$ cat config.mk
export PLATFORM = sky130hd
export DESIGN_NAME = mux_sel_buf
export DESIGN_NICKNAME = d
export VERILOG_FILES = /design/src/rtl/mux_sel_buf_pkg.sv /design/src/rtl/mux_sel_buf_sel_fifo.sv /design/src/rtl/mux_sel_buf.sv
export SDC_FILE = /design/constraint.sdc
export NUM_CORES = 1
export LEC_CHECK = 0
export BUFFER_PORTS_ARGS = -buffer_cell sky130_fd_sc_hd__buf_2
export CAP_MARGIN = 20
export CORE_ASPECT_RATIO = 0.6
export CORE_MARGIN = 1
export CORE_UTILIZATION = 35
export DETAILED_ROUTE_END_ITERATION = 16
export PLACE_DENSITY_LB_ADDON = 0.12
export REMOVE_ABC_BUFFERS = 1
export SYNTH_ARGS = -nofsm -noshare
export SYNTH_HDL_FRONTEND = slang
export SYNTH_SLANG_ARGS = --single-unit
$ cat constraint.sdc
create_clock -name clk -period 4 [get_ports clk]
set_clock_uncertainty 0.15 [all_clocks]
set_input_delay 0.6 -clock clk [delete_from_list [all_inputs] [get_ports clk]]
set_output_delay 0.6 -clock clk [all_outputs]
set_load 0.02 [all_outputs]
$ cat src/rtl/mux_sel_buf_pkg.sv
// Shared definitions for the register-destination/operand selector with output buffer.
// Holds the selector encodings and the default hard-wired register indices.
package mux_sel_buf_pkg;

    localparam int unsigned SP_IDX    = 29;
    localparam int unsigned RA_IDX    = 31;
    localparam int unsigned SEL_DATA0 = 0;

    typedef enum logic [1:0] {
        SEL_KIND_DATA,
        SEL_KIND_CONST_A,
        SEL_KIND_CONST_B,
        SEL_KIND_ILLEGAL
    } sel_kind_e;

    // Constant selectors sit directly above the data inputs.
    function automatic int unsigned sel_const_a(input int unsigned n_data);
        return n_data;
    endfunction

    function automatic int unsigned sel_const_b(input int unsigned n_data);
        return n_data + 1;
    endfunction

    function automatic sel_kind_e classify_sel(input int unsigned sel, input int unsigned n_data);
        if (sel < n_data) begin
            return SEL_KIND_DATA;
        end else if (sel == sel_const_a(n_data)) begin
            return SEL_KIND_CONST_A;
        end else if (sel == sel_const_b(n_data)) begin
            return SEL_KIND_CONST_B;
        end
        return SEL_KIND_ILLEGAL;
    endfunction

endpackage

$ cat src/rtl/mux_sel_buf_sel_fifo.sv
// Small FIFO with valid/ready on both sides; any DEPTH, pointers wrap at DEPTH-1.
// in_ready and out_valid are flops so neither side sees a combinational path from the other.
module sel_fifo #(
    parameter int unsigned WIDTH = 32,
    parameter int unsigned DEPTH = 2
) (
    input  logic                       clk,
    input  logic                       reset,
    input  logic                       push_valid,
    input  logic [WIDTH-1:0]           wr_data,
    output logic                       in_ready,
    output logic [WIDTH-1:0]           rd_data,
    output logic                       out_valid,
    input  logic                       pop_ready,
    output logic [$clog2(DEPTH+1)-1:0] count
);

    localparam int unsigned PTR_W = (DEPTH > 1) ? $clog2(DEPTH) : 1;
    localparam int unsigned CNT_W = $clog2(DEPTH+1);

    logic [WIDTH-1:0] mem [DEPTH];
    logic [PTR_W-1:0] wr_ptr;
    logic [PTR_W-1:0] rd_ptr;
    logic [PTR_W-1:0] wr_ptr_nxt;
    logic [PTR_W-1:0] rd_ptr_nxt;
    logic [CNT_W-1:0] count_nxt;
    logic             push;
    logic             pop;

    assign push    = push_valid && in_ready;
    assign pop     = out_valid && pop_ready;
    assign rd_data = mem[rd_ptr];

    // Next pointers and occupancy.
    always_comb begin
        wr_ptr_nxt = wr_ptr;
        rd_ptr_nxt = rd_ptr;
        count_nxt  = count;
        if (push) begin
            wr_ptr_nxt = (wr_ptr == PTR_W'(DEPTH-1)) ? '0 : wr_ptr + PTR_W'(1);
        end
        if (pop) begin
            rd_ptr_nxt = (rd_ptr == PTR_W'(DEPTH-1)) ? '0 : rd_ptr + PTR_W'(1);
        end
        case ({push, pop})
            2'b10:   count_nxt = count + CNT_W'(1);
            2'b01:   count_nxt = count - CNT_W'(1);
            default: count_nxt = count;
        endcase
    end

    always_ff @(posedge clk or posedge reset) begin
        if (reset) begin
            wr_ptr    <= '0;
            rd_ptr    <= '0;
            count     <= '0;
            in_ready  <= 1'b1;
            out_valid <= 1'b0;
        end else begin
            wr_ptr    <= wr_ptr_nxt;
            rd_ptr    <= rd_ptr_nxt;
            count     <= count_nxt;
            in_ready  <= (count_nxt < CNT_W'(DEPTH));
            out_valid <= (count_nxt != '0);
        end
    end

    // Storage is cleared on reset so the head never reads X.
    always_ff @(posedge clk or posedge reset) begin
        if (reset) begin
            for (int i = 0; i < int'(DEPTH); i++) begin
                mem[i] <= '0;
            end
        end else if (push) begin
            mem[wr_ptr] <= wr_data;
        end
    end

endmodule

$ cat src/rtl/mux_sel_buf.sv
// Operand / destination selector: picks a data input or a hard register index,
// buffers it in sel_fifo and flags out-of-range selector codes.
module mux_sel_buf
    import mux_sel_buf_pkg::*;
#(
    parameter int unsigned WIDTH   = 32,
    parameter int unsigned N_DATA  = 3,
    parameter int unsigned SEL_W   = 3,
    parameter int unsigned CONST_A = SP_IDX,
    parameter int unsigned CONST_B = RA_IDX,
    parameter int unsigned DEPTH   = 2
) (
    input  logic                       clk,
    input  logic                       reset,
    input  logic [SEL_W-1:0]           sel,
    input  logic [N_DATA*WIDTH-1:0]    data_in,
    input  logic                       in_valid,
    output logic                       in_ready,
    output logic [WIDTH-1:0]           data_out,
    output logic                       out_valid,
    input  logic                       out_ready,
    output logic [$clog2(DEPTH+1)-1:0] count,
    output logic                       illegal_sel,
    input  logic                       clr_err
);

    logic [WIDTH-1:0] sel_data_c;
    logic             sel_illegal_c;
    logic             push;

    assign push = in_valid && in_ready;

    // Source selection; illegal codes fall back to data_0.
    always_comb begin
        sel_data_c    = data_in[WIDTH-1:0];
        sel_illegal_c = 1'b0;
        case (classify_sel(32'(sel), N_DATA))
            SEL_KIND_DATA: begin
                for (int unsigned k = SEL_DATA0; k < N_DATA; k++) begin
                    if (32'(sel) == k) begin
                        sel_data_c = data_in[k*WIDTH +: WIDTH];
                    end
                end
            end
            SEL_KIND_CONST_A: sel_data_c = WIDTH'(CONST_A);
            SEL_KIND_CONST_B: sel_data_c = WIDTH'(CONST_B);
            default:          sel_illegal_c = 1'b1;
        endcase
    end

    // Sticky error flag; a new illegal accept outranks clr_err.
    always_ff @(posedge clk or posedge reset) begin
        if (reset) begin
            illegal_sel <= 1'b0;
        end else if (push && sel_illegal_c) begin
            illegal_sel <= 1'b1;
        end else if (clr_err) begin
            illegal_sel <= 1'b0;
        end
    end

    sel_fifo #(
        .WIDTH (WIDTH),
        .DEPTH (DEPTH)
    ) u_fifo (
        .clk        (clk),
        .reset      (reset),
        .push_valid (in_valid),
        .wr_data    (sel_data_c),
        .in_ready   (in_ready),
        .rd_data    (data_out),
        .out_valid  (out_valid),
        .pop_ready  (out_ready),
        .count      (count)
    );

endmodule

==> impl_summary.md, run 1 <==
Cells and area
The net count of the finished layout is 679. The relative area change from synthesis to final layout is 26.4%. Once layout is complete, the cells apart from fillers number 737.

The antenna diode count is 0. In the final layout, the share of cells above drive strength 1 is 35.4%. The layout has 1,142 filler cells.

The finished layout cell area is 5160 µm².

Yosys
The sequential element share of the synthesized area is 43.5%. Counting flops with an async set or reset pin after synthesis yields a share of 100%. After synthesis, the mean cell area works out to 8.95 µm². The synthesized area is 4080 µm². The most used flip-flop cell after synthesis is sky130_fd_sc_hd__dfrtp_1. After technology mapping, the gate count stands at roughly 460. Yosys printed 0 warnings. Sorting the synthesized cells by area gives the leading types as sky130_fd_sc_hd__dfrtp_1 43%, sky130_fd_sc_hd__mux2_2 8.8%, sky130_fd_sc_hd__a31oi_1 8.3%. The leading cell type by number of instances after synthesis is sky130_fd_sc_hd__dfrtp_1. The number of enable flip-flop cells after synthesis is 0. The top cell type by area accounts for a little over two fifths of the synthesized area. Counting instances in the post-synthesis netlist gives the leading cell types as 70 x sky130_fd_sc_hd__dfrtp_1, 59 x sky130_fd_sc_hd__nor2_1, 54 x sky130_fd_sc_hd__a31oi_1, 39 x sky130_fd_sc_hd__nand2_1, 32 x sky130_fd_sc_hd__mux2_2. The number of different library cells used by synthesis comes to 33. The synthesized design contains 71 register bits. The leading area contributor after synthesis is sky130_fd_sc_hd__dfrtp_1.

Critical path
On the critical path, the stage with the largest delay is an instance of sky130_fd_sc_hd__nor2_4. Traced cell by cell, the critical path runs through buf_2 -> maj3_1 -> ha_1 -> nor2_4 -> o211ai_1 -> a31oi_1. At the worst endpoint, the arrival time is roughly 2.8 ns. For the worst setup path, the data required time is 4.10 ns. In this design, the largest share of critical-path delay is due to adder cells. The critical path endpoint category is a flip-flop. The type of the worst setup path is input pin to flip-flop. The category of the worst setup path launch point is an input pin. Of all nets on the critical path, the largest fanout is 27. Counting both buffers and inverters, the worst setup path holds a total of 1. The largest single stage delay on the critical path is 0.66 ns.

Placement
Once placement finished, the instance area stood at ~4800 µm². The post-place setup slack is 0.962 ns. The total half-perimeter wirelength after legalization and detailed placement is roughly 8000 µm. The cell count after placement is 721. The number of buffers added on ports is 140.

The routability-driven placement congestion ratio is 0.750.

Detailed routing
For this run, design rule violations remaining after detail routing come to 0. Across all layers, the routed design uses 3,760 vias. In the final routed layout, each cell accounts on average for 15.9 µm. The average vias per placed instance is 5.10.

Summed over all layers, the routed wires come to 11,700 µm. The count of routing violations after the opening detailed-route iteration is about 220. The post-detailed-route count of antenna-violating nets is 0.

The first-pass iteration count of the detailed router is 4.

Clock tree
The later pin in the worst-skew pair is clocked with a latency of between 0.3 and 0.4 ns. After clock tree synthesis, the clock-pin slew on the worst setup and hold paths is 0.06 ns. The count of hold buffers inserted by post-cts repair is 0.

TritonCTS built the clock tree. The buffer depth of the longest clock path is 2. The tree is rooted in a sky130_fd_sc_hd__clkbuf_16. The total clock buffers created by CTS is 9. The post-cts repair resize count is 0.

The depth of the CTS H-tree is 3. The number of sinks handled by clock tree synthesis is 71. Buffers added to address setup during post-CTS repair amount to 0.

GRT
The wire length of the first global-routing pass is between 15,000 and 20,000 µm. The number of global-route vias before repair is 3,539. Global routing used 29.7% of the available met2 tracks. Global routing consumed, over all layers together, 20.2% of the routing resources. The busiest layer in global routing is met2. The number of antenna violations at the first check in global routing is 0.

The met1 demand-to-capacity share in global routing is 29.0%. After global routing the overflow that remains totals 0. The met3 track demand over resource in global routing is 5.47%. Entering global routing, the biggest net connects 66 pins.

Die
From bottom edge to top edge, the die measures 85.7 µm. The site row count is 30. The floorplan step defined a core boundary enclosing 11,300 µm². The number of placed I/O pins is 141. The die covers ~12,000 µm². In this run the horizontal extent of the chip is 141 µm. Once the floorplan was initialized, standard cells occupied a little over a third of the core.

Pwr
The power density of the placed cells is 776 nW/µm². The leakage power summed over all cells is 2.23 nW. The worst vdd rail ir drop is 329 µV.

STA
The worst slew slack as a fraction of its limit is 29.5%. The worst path in the final design needs a cycle of approximately 2.7 ns, including I/O delays and setup. The setup TNS after final layout is 0 ns.

Setup violations remaining at the end of the flow were counted as 0. Setup repair after global routing left no endpoint under its margin. The worst path meets setup with 1.29 ns of slack.

Static timing analysis puts the maximum clock frequency at approximately 370 MHz. The number of pins exceeding their max-slew limit in the final report is 0. The minimum hold slack is 0.306 ns. The actual transition at the worst max-transition pin is 1.06 ns. The count of final hold-check violations is 0.

The worst path uses 67.7% of the clock period.

Run
The tool flagged a number of max-cap violations equal to 0.

Outcome
The run finished with clean final reports.

Hold path
The tightest min-delay check is of the input pin to flip-flop type.
[flip-flops by register name, summed over array words and instances, names as in the netlist]
signal,flops
u_fifo.mem,64
u_fifo.count,2
illegal_sel,1
u_fifo.in_ready,1
u_fifo.out_valid,1
u_fifo.rd_ptr,1
u_fifo.wr_ptr,1
[worst paths after layout]
path                                 startpoint         endpoint  slack [ns]  depth (start not counted)
worst max-delay path                     sel[2]   u_fifo.mem[51]        1.29                          6
worst min-delay path                    clr_err      illegal_sel        0.31                          2
worst max register to register  u_fifo.in_ready   u_fifo.mem[37]        1.91                          5
worst min register to register    u_fifo.mem[0]    u_fifo.mem[0]        0.33                          2
max in group asynchronous                 reset   u_fifo.mem[12]        2.45                          3
min in group asynchronous                 reset  u_fifo.count[0]        0.32                          2
[placed cells by master, fill, tap and decap left out, types with 5 or more instances in the layout]
| cell | n |
|---|---|
| sky130_fd_sc_hd__a31oi_1 | 54 |
| sky130_fd_sc_hd__clkbuf_16 | 9 |
| sky130_fd_sc_hd__nor2_1 | 58 |
| sky130_fd_sc_hd__mux2i_1 | 5 |
| sky130_fd_sc_hd__buf_2 | 140 |
| sky130_fd_sc_hd__o21ai_0 | 11 |
| sky130_fd_sc_hd__a21oi_1 | 29 |
| sky130_fd_sc_hd__nor3_1 | 27 |
| sky130_fd_sc_hd__nand2_1 | 39 |
| sky130_fd_sc_hd__mux2_2 | 32 |
| sky130_fd_sc_hd__dfrtp_1 | 69 |
| sky130_fd_sc_hd__o211ai_1 | 27 |
| sky130_fd_sc_hd__nand2b_1 | 28 |
| sky130_fd_sc_hd__buf_4 | 5 |
[per-stage QoR]
stage / utilization, % / power, W
after floorplan: - / 0.00251
after global placement: 42.5 / 0.00306
after detailed placement: 42.5 / 0.00310
after CTS: 45.5 / 0.00404
after global routing: 45.5 / 0.00427
final: 45.5 / 0.00400
[area by class of cell]
cell class | instances | area [µm²] | area share, %
Clock inverter | 6 | 108 | 2.08
Inverter | 5 | 18.8 | 0.364
Multi-Input combinational cell | 340 | 2080 | 40.3
Sequential cell | 71 | 1780 | 34.5
Tap cell | 160 | 200 | 3.88
Timing Repair Buffer | 145 | 738 | 14.3
Clock buffer | 10 | 239 | 4.63
[layer usage]
layer,routed length [µm],share of wire [%]
met1,5930,50
met2,4930,42
met3,749,6.4
met4,133,1.1
met5,0,0
[power breakdown]
| part | switching [W] | internal, W |
|---|---|---|
| combinational | 0.000990 | 0.000741 |
| clock | 0.000296 | 0.000623 |
| sequential | 0.000258 | 0.00109 |
[logic make-up after synthesis]
| kind of cell | share of synthesized area, % |
|---|---|
| compound gates | 19.2 |
| mux | 10.4 |
| buf+inv | 5.73 |
| fa+ha+maj | 1.16 |
| flops | 43.5 |
| xor+xnor | 0.858 |
| simple gates | 19.0 |
(Power assumes the default switching activity.)
==> run 2, diff against run 1 <==
ABC_AREA = 1   (was unset)
clock period = 2.7 ns   (was 4 ns; I/O delays follow)
==> impl_summary.md, run 2 <==
Yosys
In the synthesized netlist the async set-or-reset flop fraction comes to 100%. Ranked by total cell area, the synthesized netlist is headed by sky130_fd_sc_hd__dfrtp_1 40%, sky130_fd_sc_hd__nand2_1 25%, sky130_fd_sc_hd__nand3_1 12%. Synthesis instantiated 27 different standard cells from the library. Ranked by instance count, the synthesized netlist is headed by 292 x sky130_fd_sc_hd__nand2_1, 101 x sky130_fd_sc_hd__nand3_1, 70 x sky130_fd_sc_hd__dfrtp_1, 32 x sky130_fd_sc_hd__mux2_2, 21 x sky130_fd_sc_hd__or2_0. The synthesized area is 4380 µm². The most used flip-flop cell after synthesis is sky130_fd_sc_hd__dfrtp_1. After synthesis, flip-flops and latches occupy roughly two fifths of the total area. Summed over its instances, the top area cell type makes up between 40% and 50% of the synthesized netlist area. The count of mapped cells out of synthesis is 605.

The Yosys warning count is 0. Yosys mapped a number of flops with a built-in enable equal to 0. Averaged over all synthesized cells, the footprint is 7.24 µm². Summed over all instances, the cell type with the most area after synthesis is sky130_fd_sc_hd__dfrtp_1. The flip-flop and latch count after synthesis is about 70. Yosys instantiated no cell more often than sky130_fd_sc_hd__nand2_1.

Die
From left edge to right edge, the die measures roughly 150 µm. The core area is 12,100 µm². The overall die area is ~13,000 µm². The number of placed I/O pins is 141.

The starting density of the core is 36.1%. The site row count is 31. From bottom edge to top edge, the die measures 88.6 µm.

Pwr
For this design the static power due to leakage is 3.12 nW. The power density of the placed cells is between 900 and 1000 nW/µm². IR analysis of the VDD net gives a maximum drop of 401 µV. The final total power is 0.00542 W.

Cells and area
The flip-flop count of the largest register after layout is 64. The library cells used most frequently in the layout, excluding fill and tap cells, are 292 x sky130_fd_sc_hd__nand2_1, 140 x sky130_fd_sc_hd__buf_2, 101 x sky130_fd_sc_hd__nand3_1. The most common cell after layout, fill and taps aside is sky130_fd_sc_hd__nand2_1. The register containing the most flip-flops in the final layout is u_fifo.mem. The layout filler cell count is approximately 1,200. The share of the core filled with cells in the final layout is between 40% and 50%. The largest registers in the layout are u_fifo.mem (64), u_fifo.count (2). Of the cells placed in the final design, the portion with a size suffix greater than 1 is 29.0%. Compared with the post-synthesis result, the final layout area differs by 26.1%.

After the last flow step, the layout net total stands at approximately 840. With fillers left out, the area of the finished cells amounts to 5520 µm². The antenna diode count is 0.

Critical path
The worst setup path is launched from a flip-flop. The worst register-to-register path has a setup slack of 0.87 ns. The worst reg2reg path startpoint is u_fifo.in_ready. The timing endpoint of the critical path is data_out[26]. The worst setup path startpoint is u_fifo.rd_ptr. The length in cells of the worst reg-to-reg path is 7. The worst setup path is captured at an output pin. The number of gates on the worst path with buffers counted is 3.

The largest fanout of any net on the critical path is 24. The number of buffers and inverters on the critical path is 2. Traced cell by cell, the critical path runs through buf_12 -> mux2_2 -> buf_2. The required time of the worst setup path is 2.14 ns. The kind of cell with the highest combined delay along the critical path is flip-flops. For this design, the slowest cell found on the critical path is sky130_fd_sc_hd__dfrtp_2.

The largest single stage delay on the critical path is 0.54 ns. The endpoint identified for the worst register-to-register timing path is u_fifo.out_valid. The data arrival time of the worst path is between 1.5 and 2 ns.

The setup path with the least slack is of type flip-flop to output pin.

Detailed routing
The via count is 4,337. In this run the remaining antenna-violating nets after routing total 0. For this run, the detailed router's first-pass iteration total came to 5. In the routed layout, each cell is associated on average with a via count of 4.81. After detailed routing, the total wire length is around 14,000 µm. After the first detailed-routing iteration, the DRC count stood at 266.

The routed wirelength normalized by instance count is about 15 µm. The number of design rule violations left after detail routing is 0.

STA
The number of pins exceeding their max-slew limit in the final report was 0. The actual transition at the worst max-transition pin is 0.775 ns. The maximum clock rate is around 450 MHz.

The count of final hold-check violations is 0. The setup TNS after final layout is 0 ns. The worst slew slack as a fraction of its limit is 48.2%. The final setup violation count is 0. Setup repair after global routing left no endpoint under its margin. The routed design could run at a clock period as short as 2.24 ns. The final critical path takes up 83.1% of the cycle. The minimum hold slack is 0.105 ns.

GRT
The number of global-route vias before repair is 4,238. The first global-routing pass estimated ~22,000 µm of wire. The aggregate global routing overflow is 0. The number of antenna violations at the first check in global routing is 1. Entering global routing, the biggest net connects 61 pins. For this run, the total global-route usage over all layers was measured as 21.8%.

Clock tree
The number of sinks handled by clock tree synthesis is 71. The clock latency at the later pin of the worst-skew pair is 0.33 ns. After clock tree synthesis, the clock-pin slew on the worst setup and hold paths is around 0.060 ns. The clock passes through at most 2 buffers.

The post-CTS setup-driven buffer insertion count is 0. In this run the clock root is driven by a sky130_fd_sc_hd__clkbuf_16. CTS built an H-tree with a depth of 3. The CTS tree is done.

In this run, CTS created clock tree buffers numbering 9.

Hold path
The number of stages on the worst hold path is 2. The path class of the tightest hold or removal check is input pin to flip-flop.

Placement
The routability-driven placement congestion ratio is roughly 0.82. Port buffering added 140 buffers. Detailed placement finished with a half-perimeter wire length of 9030 µm. The placed instance area is 5210 µm².

Run
The number of violations of the max-capacitance limit is 0.

Outcome
The flow ran to the end, and the final reports show no timing, DRC or antenna violations.
==> run 2: per-stage QoR <==
stage	worst slack, ns	instances
6_report	0.457	902
2_1_floorplan	0.312	566
3_5_place_dp	0.226	885
4_1_cts	0.442	902
3_3_place_gp	0.311	885
5_1_grt	0.402	902
==> run 2: per-layer routing <==
metal / up-vias / global-route usage (%) / part of all wire [%]
met1: 1976 / 30.0 / 50
met2: 171 / 34.5 / 42
li1: 2180 / - / -
met5: - / 0 / 0.096
met4: 2 / 4.73 / 0.44
met3: 8 / 5.82 / 7.6
==> run 2: cell type report <==
type / instances / area (µm²) / share of cell area, %
Timing Repair Buffer: 155 / 841 / 15.2
Clock buffer: 12 / 256 / 4.65
Multi-Input combinational cell: 479 / 2330 / 42.2
Clock inverter: 4 / 45.0 / 0.816
Inverter: 16 / 61.3 / 1.11
Sequential cell: 71 / 1780 / 32.2
Tap cell: 165 / 206 / 3.74
==> run 2: worst min path at each step <==
stage,from,endpoint,slack (ns)
after floorplan,u_fifo.mem[10],u_fifo.mem[10],0.29
after global placement,u_fifo.mem[20],u_fifo.mem[20],0.31
after detailed placement,u_fifo.mem[52],u_fifo.mem[52],0.31
after CTS,clr_err,illegal_sel,0.09
after global routing,clr_err,illegal_sel,0.13
final,clr_err,illegal_sel,0.11
==> run 2: worst register-to-register path: cells and delay by family (launching register included) <==
| family | cells | cell delay [ns] |
|---|---|---|
| AOI/OAI and AO/OA | 2 | 0.23 |
| xor gates and xnor gates | 1 | 0.16 |
| adders and majority gates | 1 | 0.35 |
| buffers and inverters | 1 | 0.09 |
| DFF | 1 | 0.52 |
| and+or+nand+nor | 2 | 0.21 |
==> run 2: cells by family (layout without fill, tap and decap cells) <==
logic type,Yosys count,in the layout,synth area share [%]
muxes,32,32,8.23
DFF,71,71,40.6
and+or+nand+nor,437,437,43.0
AOI/OAI and AO/OA,5,5,0.657
adders and majority gates,3,3,0.857
xor gates and xnor gates,2,2,0.400
buffers and inverters,55,187,6.29
==> run 2: report_power, final <==
part	switching, W	total [W]	internal (W)
registers	0.000278	0.00183	0.00156
logic	0.00145	0.00240	0.000951
clock network	0.000430	0.00119	0.000760
total	0.00215	0.00542	0.00327
==> run 2: what timing repair did <==
item,in CTS,in global routing
resized for setup,0,0
hold endpoints to repair,30,0
setup endpoints to repair,0,0
hold buffers,1,0
